$ cat src/rtl/video_vsync_ctrl.sv
// video_vsync_ctrl: vsync interrupt, frame counter and tear-free page-flip
// controller on the mem_clk register domain.
// Optional feature macro: VIDEO_FRAME_COUNTER_EN (implements FRAME_COUNT;
// without it, word index 0x2 reads 0).
module video_vsync_ctrl (
  input  logic        mem_clk,
  input  logic        rst,
  input  logic        mem_en,
  input  logic [3:0]  mem_we,
  input  logic [11:0] mem_addr,
  input  logic [31:0] mem_write,
  output logic [31:0] mem_read,
  input  logic        vsync_in,
  input  logic        vsync_pol,
  input  logic        enable_in,
  output logic [63:0] base_out,
  output logic        base_valid,
  output logic        irq
);

  typedef enum logic [1:0] {
    ST_IDLE   = 2'd0,
    ST_ARMED  = 2'd1,
    ST_COMMIT = 2'd2
  } flip_state_t;

  flip_state_t state_r, state_nxt_s;

  logic        sync1_r, sync2_r, prev_r, vs_edge_r;
  logic [2:0]  status_r, status_nxt_s;
  logic [2:0]  irq_en_r;
  logic [63:0] staging_r, staging_nxt_s;
  logic [31:0] rd_data_s;
  logic        commit_go_s;
  logic [9:0]  word_idx_s;
  logic        wr_en_s;
  logic        unused_addr_bits;

`ifdef VIDEO_FRAME_COUNTER_EN
  logic [31:0] frame_count_r;
`endif

  assign word_idx_s       = mem_addr[11:2];
  assign wr_en_s          = mem_en && (mem_we == 4'hF);
  assign unused_addr_bits = ^mem_addr[1:0];

  // Two-flop synchroniser, history flop and registered leading-edge detect.
  always_ff @(posedge mem_clk or posedge rst) begin
    if (rst) begin
      sync1_r   <= 1'b0;
      sync2_r   <= 1'b0;
      prev_r    <= 1'b0;
      vs_edge_r <= 1'b0;
    end else begin
      sync1_r   <= vsync_in;
      sync2_r   <= sync1_r;
      prev_r    <= sync2_r;
      vs_edge_r <= (sync2_r ^ vsync_pol) & ~(prev_r ^ vsync_pol) & enable_in;
    end
  end

  // Flip FSM next state; cancel takes priority over a pending commit.
  always_comb begin
    state_nxt_s = state_r;
    commit_go_s = 1'b0;
    case (state_r)
      ST_IDLE: begin
        if (wr_en_s && (word_idx_s == 10'h005) && mem_write[0]) begin
          state_nxt_s = ST_ARMED;
        end else begin
          state_nxt_s = ST_IDLE;
        end
      end
      ST_ARMED: begin
        if (wr_en_s && (word_idx_s == 10'h005) && !mem_write[0]) begin
          state_nxt_s = ST_IDLE;
        end else if (vs_edge_r || !enable_in) begin
          state_nxt_s = ST_COMMIT;
          commit_go_s = 1'b1;
        end else begin
          state_nxt_s = ST_ARMED;
        end
      end
      ST_COMMIT: begin
        // A new request landing in the commit cycle is not dropped.
        if (wr_en_s && (word_idx_s == 10'h005) && mem_write[0]) begin
          state_nxt_s = ST_ARMED;
        end else begin
          state_nxt_s = ST_IDLE;
        end
      end
      default: state_nxt_s = ST_IDLE;
    endcase
  end

  // Staging base update; the committed base sees a same-cycle staging write.
  always_comb begin
    staging_nxt_s = staging_r;
    if (wr_en_s && (word_idx_s == 10'h003)) begin
      staging_nxt_s[31:0] = mem_write;
    end else begin
      staging_nxt_s[31:0] = staging_r[31:0];
    end
    if (wr_en_s && (word_idx_s == 10'h004)) begin
      staging_nxt_s[63:32] = mem_write;
    end else begin
      staging_nxt_s[63:32] = staging_r[63:32];
    end
  end

  // STATUS next value: W1C first, hardware sets afterwards so set wins.
  always_comb begin
    status_nxt_s = status_r;
    if (wr_en_s && (word_idx_s == 10'h000)) begin
      status_nxt_s = status_r & ~mem_write[2:0];
    end else begin
      status_nxt_s = status_r;
    end
    if (vs_edge_r) begin
      status_nxt_s[0] = 1'b1;
      if (status_r[0]) begin
        status_nxt_s[2] = 1'b1;
      end else begin
        status_nxt_s[2] = status_nxt_s[2];
      end
    end else begin
      status_nxt_s[0] = status_nxt_s[0];
    end
    if (commit_go_s) begin
      status_nxt_s[1] = 1'b1;
    end else begin
      status_nxt_s[1] = status_nxt_s[1];
    end
  end

  // Read mux over the current (pre-write) register values.
  always_comb begin
    rd_data_s = 32'h0000_0000;
    case (word_idx_s)
      10'h000: rd_data_s = {29'd0, status_r};
      10'h001: rd_data_s = {29'd0, irq_en_r};
`ifdef VIDEO_FRAME_COUNTER_EN
      10'h002: rd_data_s = frame_count_r;
`endif
      10'h003: rd_data_s = staging_r[31:0];
      10'h004: rd_data_s = staging_r[63:32];
      10'h005: rd_data_s = {31'd0, (state_r == ST_ARMED)};
      default: rd_data_s = 32'h0000_0000;
    endcase
  end

  // Control/status registers, flip outputs, interrupt and read data.
  always_ff @(posedge mem_clk or posedge rst) begin
    if (rst) begin
      state_r    <= ST_IDLE;
      status_r   <= 3'b000;
      irq_en_r   <= 3'b000;
      staging_r  <= 64'd0;
      base_out   <= 64'd0;
      base_valid <= 1'b0;
      irq        <= 1'b0;
      mem_read   <= 32'h0000_0000;
    end else begin
      state_r    <= state_nxt_s;
      status_r   <= status_nxt_s;
      staging_r  <= staging_nxt_s;
      base_valid <= commit_go_s;
      irq        <= |(status_r & irq_en_r);
      if (wr_en_s && (word_idx_s == 10'h001)) begin
        irq_en_r <= mem_write[2:0];
      end
      if (commit_go_s) begin
        base_out <= {staging_nxt_s[63:3], 3'b000};
      end
      if (mem_en) begin
        mem_read <= rd_data_s;
      end
    end
  end

`ifdef VIDEO_FRAME_COUNTER_EN
  // Frame counter, one increment per detected vsync leading edge.
  always_ff @(posedge mem_clk or posedge rst) begin
    if (rst) begin
      frame_count_r <= 32'd0;
    end else if (vs_edge_r) begin
      frame_count_r <= frame_count_r + 32'd1;
    end
  end
`endif

endmodule

$ cat config.mk
export PLATFORM = sky130hd
export DESIGN_NAME = video_vsync_ctrl
export DESIGN_NICKNAME = d
export VERILOG_FILES = /design/src/rtl/video_vsync_ctrl.sv
export SDC_FILE = /design/constraint.sdc
export NUM_CORES = 1
export LEC_CHECK = 0
export ABC_AREA = 1
export BUFFER_PORTS_ARGS = -buffer_cell sky130_fd_sc_hd__buf_2
export CORE_MARGIN = 4
export CORE_UTILIZATION = 40
export DETAILED_ROUTE_END_ITERATION = 7
export PLACE_DENSITY_LB_ADDON = 0.25
export SYNTH_ARGS = -nofsm -noshare
export SYNTH_HDL_FRONTEND = slang
export SYNTH_SLANG_ARGS = --single-unit
$ cat constraint.sdc
create_clock -name mem_clk -period 6.09 [get_ports mem_clk]
set_input_delay 1.218 -clock mem_clk [delete_from_list [all_inputs] [get_ports mem_clk]]
set_output_delay 1.218 -clock mem_clk [all_outputs]
set_load 0.03 [all_outputs]
== Yosys cells after proc, flatten, opt, wreduce, memory -nomap -nowiden ==
Index checks and enable logic that the tools add are counted.
Word-level totals
  bits in registers: 171
  input bits: 54
  output and inout bits: 98
  word-level logic and storage cells: 62
Operators by class
  equal/unequal tests: 7
  mux-type cells: 15
  bitwise logic cells: 8
  reductions and logical operators: 17
Operator list (count)
  one-hot mux 32 bit (5 select lines): 1
  two-way mux 32 bit: 2
  == test 10 x 3 -> 1 bit (second input constant): 2
  == test 10 x 1 -> 1 bit (second input constant): 1
  == test 10 x 2 -> 1 bit (second input constant): 1
  zero test 10 bit: 1
  logical AND 1 bit: 8
  two-way mux 1 bit: 8
  bitwise AND 3 bit: 2
  == test 4 bit (second input constant): 1
  two-way mux 2 bit: 2
  one-hot mux 2 bit (2 select lines): 1
  nonzero test 2 bit: 2
  two-way mux 3 bit: 1
  NOT 3 bit: 1
  OR reduction 3 bit: 1
  bitwise AND 1 bit: 2
  == test 2 x 1 -> 1 bit (second input constant): 1
  == test 2 bit (second input constant): 1
  zero test 1 bit: 2
  zero test 2 bit: 1
  OR reduction 2 bit: 1
  bitwise XOR 1 bit: 2
  logical OR 1 bit: 1
  NOT 1 bit: 1

== Depth between registers and ports, before layout ==
  depth in word-level cells: 7
  depth in mapped cells: 10
  gate-level depth less buffers: 9

== Least setup slack after synthesis ==
OpenSTA, ideal clock, no wires.
  path kind: input-to-reg
  from: in mem_en
  to: reg base_out[10]
  library setup time: 117 ps
  arrival: 2193 ps
  required time: 5973 ps
  slack: 3780 ps
  stages: 9
  path buffers: 2
  path through: buf_2 -> nand3_2 -> nor2_8 -> nand4_2 -> nand2_4 -> inv_4 -> buf_2 -> nand2_1 -> nand2_1
On the way
  cells in the longest elaborated chain, start to end: 5
  elaborated cells on any way between the ends: 7
  classes of those cells: mux (3); reduce/logical (4)
Ends and longest elaborated chain
  start, declared: RTL line 8  | input logic mem_en,
  logical AND 1 bit *: RTL line 44  | assign wr_en_s = mem_en && (mem_we == 4'hF);
  logical AND 1 bit (2 in series): RTL line 75  | if (wr_en_s && (word_idx_s == 10'h005) && !mem_write[0]) begin
  two-way mux 1 bit: RTL line 75
  two-way mux 1 bit: RTL line 66  | case (state_r)
  end signal, assigned: RTL line 173  | base_out <= {staging_nxt_s[63:3], 3'b000};
  end, declared: RTL line 16  | output logic [63:0] base_out,
Every way passes the cells marked *; elsewhere a longest branch is shown, timed or not.
A chain may end at the register's enable or synchronous reset.

== Worst setup path in the final report ==
  from: in mem_addr[11]
  to: reg base_out[4]
On the way
  elaborated cells on any way between the ends: 8
  classes of those cells: eq/ne (2); mux (3); reduce/logical (3)
RTL lines
  start, declared: RTL line 10  | input logic [11:0] mem_addr,
  == test 10 x 2 -> 1 bit: RTL line 99  | if (wr_en_s && (word_idx_s == 10'h003)) begin
  logical AND 1 bit: RTL line 99
  two-way mux 32 bit: RTL line 99
  net staging_nxt_s[4]: RTL line 32  | logic [63:0] staging_r, staging_nxt_s;
The timed path passes the listed nets, and every way through them passes these cells.

==> impl_results.md <==
- Status: finished clean
- Final Skew: 0.00966 ns
- Worst vdd ir: 0.190 mV
- Count of standard-cell rows: 49
- Crit path DAT: 3.96 ns
- Hold Crit Class: reg -> reg
- Post-CTS sizing: 0
- Max Clock Freq: 277 MHz
- Crit path time final: 3.61 ns
- Min-Delay Endpoint: sync2_r
- TNS Setup: 0 ns
- Syn Area/Cell: 8.84 µm²
- I/O Pins: 152
- # H-tree levels: 4
- Initial DRT Pass Iterations: 5
- Share of cells above drive strength 1: 26.3%
- Yosys warns: 0
- Vias: 5,750
- CP delay by family, top: simple AND/OR/NAND/NOR gates
- Post-DRT Antenna Nets: 0
- Unrepaired setup endpoints after global routing: false
- CORE AREA: 18,100 µm²
- Clock-pin slew on the worst setup and hold paths: 0.07 ns
- Clock sink total: 171
- Synth-to-layout area growth: 19.1%
- Final HPWL DP: 11.1 mm
- 1st-iter DRT viols: 320
- Root Driver: clkbuf_16
- Slowest cell on crit path: nand3_4
- Fin util: 48.9%
- Final instance area: 8870 µm²
- Slew headroom: 34.7%
- Hold path depth: 0
- Total of max-cap violations: 0
- Yosys reg bits: 171
- Largest net degree at the start of global routing: 172
- Later-pin clock latency in the skew report: 0.42 ns
- Setup CP Type: in -> reg
- Seq pwr share: 48.2%
- Hold buffer count at CTS: 0
- Setup violators final: 0
- Hold Fails Final Rpt: 0
- Reg2reg setup slack: 3.74 ns
- DRT Wirelength: 18.5 mm
- DIE WIDTH: 144 µm
- Pwr Density: 267 nW/µm²
- Leakage power: 0.00514 µW
- Initial antenna violation count: 0
- RR Startpoint: vs_edge_r
- Drt drc: 0
- Placement Cell Area: 8250 µm²
- Sw Ratio: 23.3%
- Clock Power Share: 48.0%
- Post-synth EDFFs: 0
- Critical path peak fanout: 64
- DR WL/cell: 15.3 µm
- Top cell by count, worst path: nand2_1
- Total die area: 20,900 µm²
- Slowest stage delay, CP: 0.78 ns
- Crit. End Element: flip-flop
- Number of global-route vias before repair: 5,679
- Clock buffer depth: 2
- Post-synthesis async set-or-reset flop share: 100%
- Congestion Overflow GR: 0
- CP Buf/Inv Count: 2
- Final period util: 59.2%
- Layout fillers: 1,778
- Logic pwr share: 3.8%
- Pins Over Slew Limit: 0
- CTS Buf Count: 17
- Most used DFF post-synth: dfrtp_1
- Port bufs: 146
- Worst EP required: 6.45 ns
- CP Launch Type: input port
- Multi-input logic area: 2700 µm²
- Synth unique cells: 28
- Critical Path Source: mem_addr[11]
- Sequential area share after synthesis: 57.5%
- Least-Margin Pin Slew: 0.980 ns
- Gp weighted congestion: 0.793
- Post-CTS setup buffer count: 0
- Vias per inst: 4.75
- Reg-to-Reg End: base_out[44]
- Mapped Cells: 842
- Sw Pwr: 550 µW
- Crit path cell chain: buf_2 -> nor2_4 -> buf_4 -> nand2_1 -> nor2_4 -> nand3_4 -> o21ai_1 -> nand2_1 -> nand2_1
- Starting density of the core: 41.0%
- TritonCTS clock tree: yes
- Total GRT Usage: 18.4%
- First-pass GRT wire length: 30.1 mm
- P_int: 1810 µW
- Worst r2r path cells: 6
- Sequential cell area: 4280 µm²
- Hold path startpoint: sync1_r
- Synthesized area: 7450 µm²
- Layout Nets: 1,022
- Vert. Die Dim: 144 µm
[worst max path at each step]
stage,to,slack (ns),depth (start not counted)
floorplan,base_out[10],0.24,1
global placement,base_out[4],2.11,9
detailed placement,base_out[4],2.04,9
CTS,base_out[4],2.48,9
global route,base_out[4],2.25,9
finish,base_out[4],2.48,9
[kinds of logic (layout without fill, tap and decap cells)]
family                 Yosys count  count (layout)  share of synthesized area, %
other                            1               4                        0.0504
flip-flops                     171             171                          57.5
buffers and inverters           98             235                          6.52
AO/OA/AOI/OAI                   77              77                          7.88
AND/OR/NAND/NOR                495             495                          28.1
[through the flow]
stage / worst slack, ns / std cells / power (µW) / hold WS (ns)
finish: 2.48 / 1211 / 2360 / 0.372
global route: 2.25 / 1210 / 2460 / 0.380
CTS: 2.48 / 1210 / 2390 / 0.372
detailed placement: 2.04 / 1178 / 1250 / 0.354
global placement: 2.11 / 1178 / 1250 / 0.333
floorplan: 0.240 / 844 / 1220 / 0.331
[area by class of cell]
class | count | area share, %
antenna | 1 | 0.0282
sequential | 171 | 48.3
clock buffer | 17 | 4.80
multi-input combinational | 575 | 30.5
timing repair buffer | 151 | 8.81
inverter | 52 | 2.29
clock inverter | 15 | 2.10
tap | 229 | 3.23
[power by group through the flow]
stage               clock network, µW  registers [µW]  logic [µW]
floorplan                           0            1160        54.3
global placement                    0            1160        92.7
detailed placement                  0            1160        93.1
CTS                              1160            1140        93.4
global route                     1210            1140         102
finish                           1130            1140        90.2
[registers in the layout, summed over array words and instances, names as in the netlist]
register and count:
staging_r 64, base_out 61, mem_read 32, irq_en_r 3, status_r 3, state_r 2, base_valid 1, irq 1
prev_r 1, sync1_r 1, sync2_r 1, vs_edge_r 1
[synthesized netlist by cell type (4+ instances only)]
library cell	n	area share [%]
buf_2	20	1.3
nor2_1	6	0.30
o21ai_1	8	0.54
dfrtp_1	171	57
o21ai_2	53	6.2
inv_1	48	2.4
buf_4	8	0.81
o21ai_0	12	0.81
buf_6	8	1.2
nand3_1	75	5.0
clkbuf_1	8	0.40
nand2_1	395	20
nor2_2	4	0.34
[worst register-to-register path: stages, from the launching register on]
cell,delay [ns]
dfrtp_1,0.38
nor2_1,0.09
nor3_1,0.27
nand2_4,0.51
inv_4,0.78
nand2_1,0.17
nand2_1,0.09
[metal layers]
layer / GRT usage, % / share of wire (%) / vias to the layer above
met5: 0 / 0 / -
met4: 5.30 / 1.2 / 0
met3: 4.23 / 5.5 / 13
met2: 29.1 / 47 / 138
met1: 25.5 / 47 / 2700
li1: - / - / 2899
[placed cells by master (no fill, tap or decap), types with 4 or more instances in the layout]
master,n
buf_4,4
dfrtp_1,171
nand2_1,395
nor2_4,5
inv_1,47
buf_2,146
nor2_1,5
clkbuf_16,17
o21ai_2,53
inv_6,5
o21ai_0,12
nand3_1,75
o21ai_1,8
No activity file was read; power rests on OpenSTA's default activity.
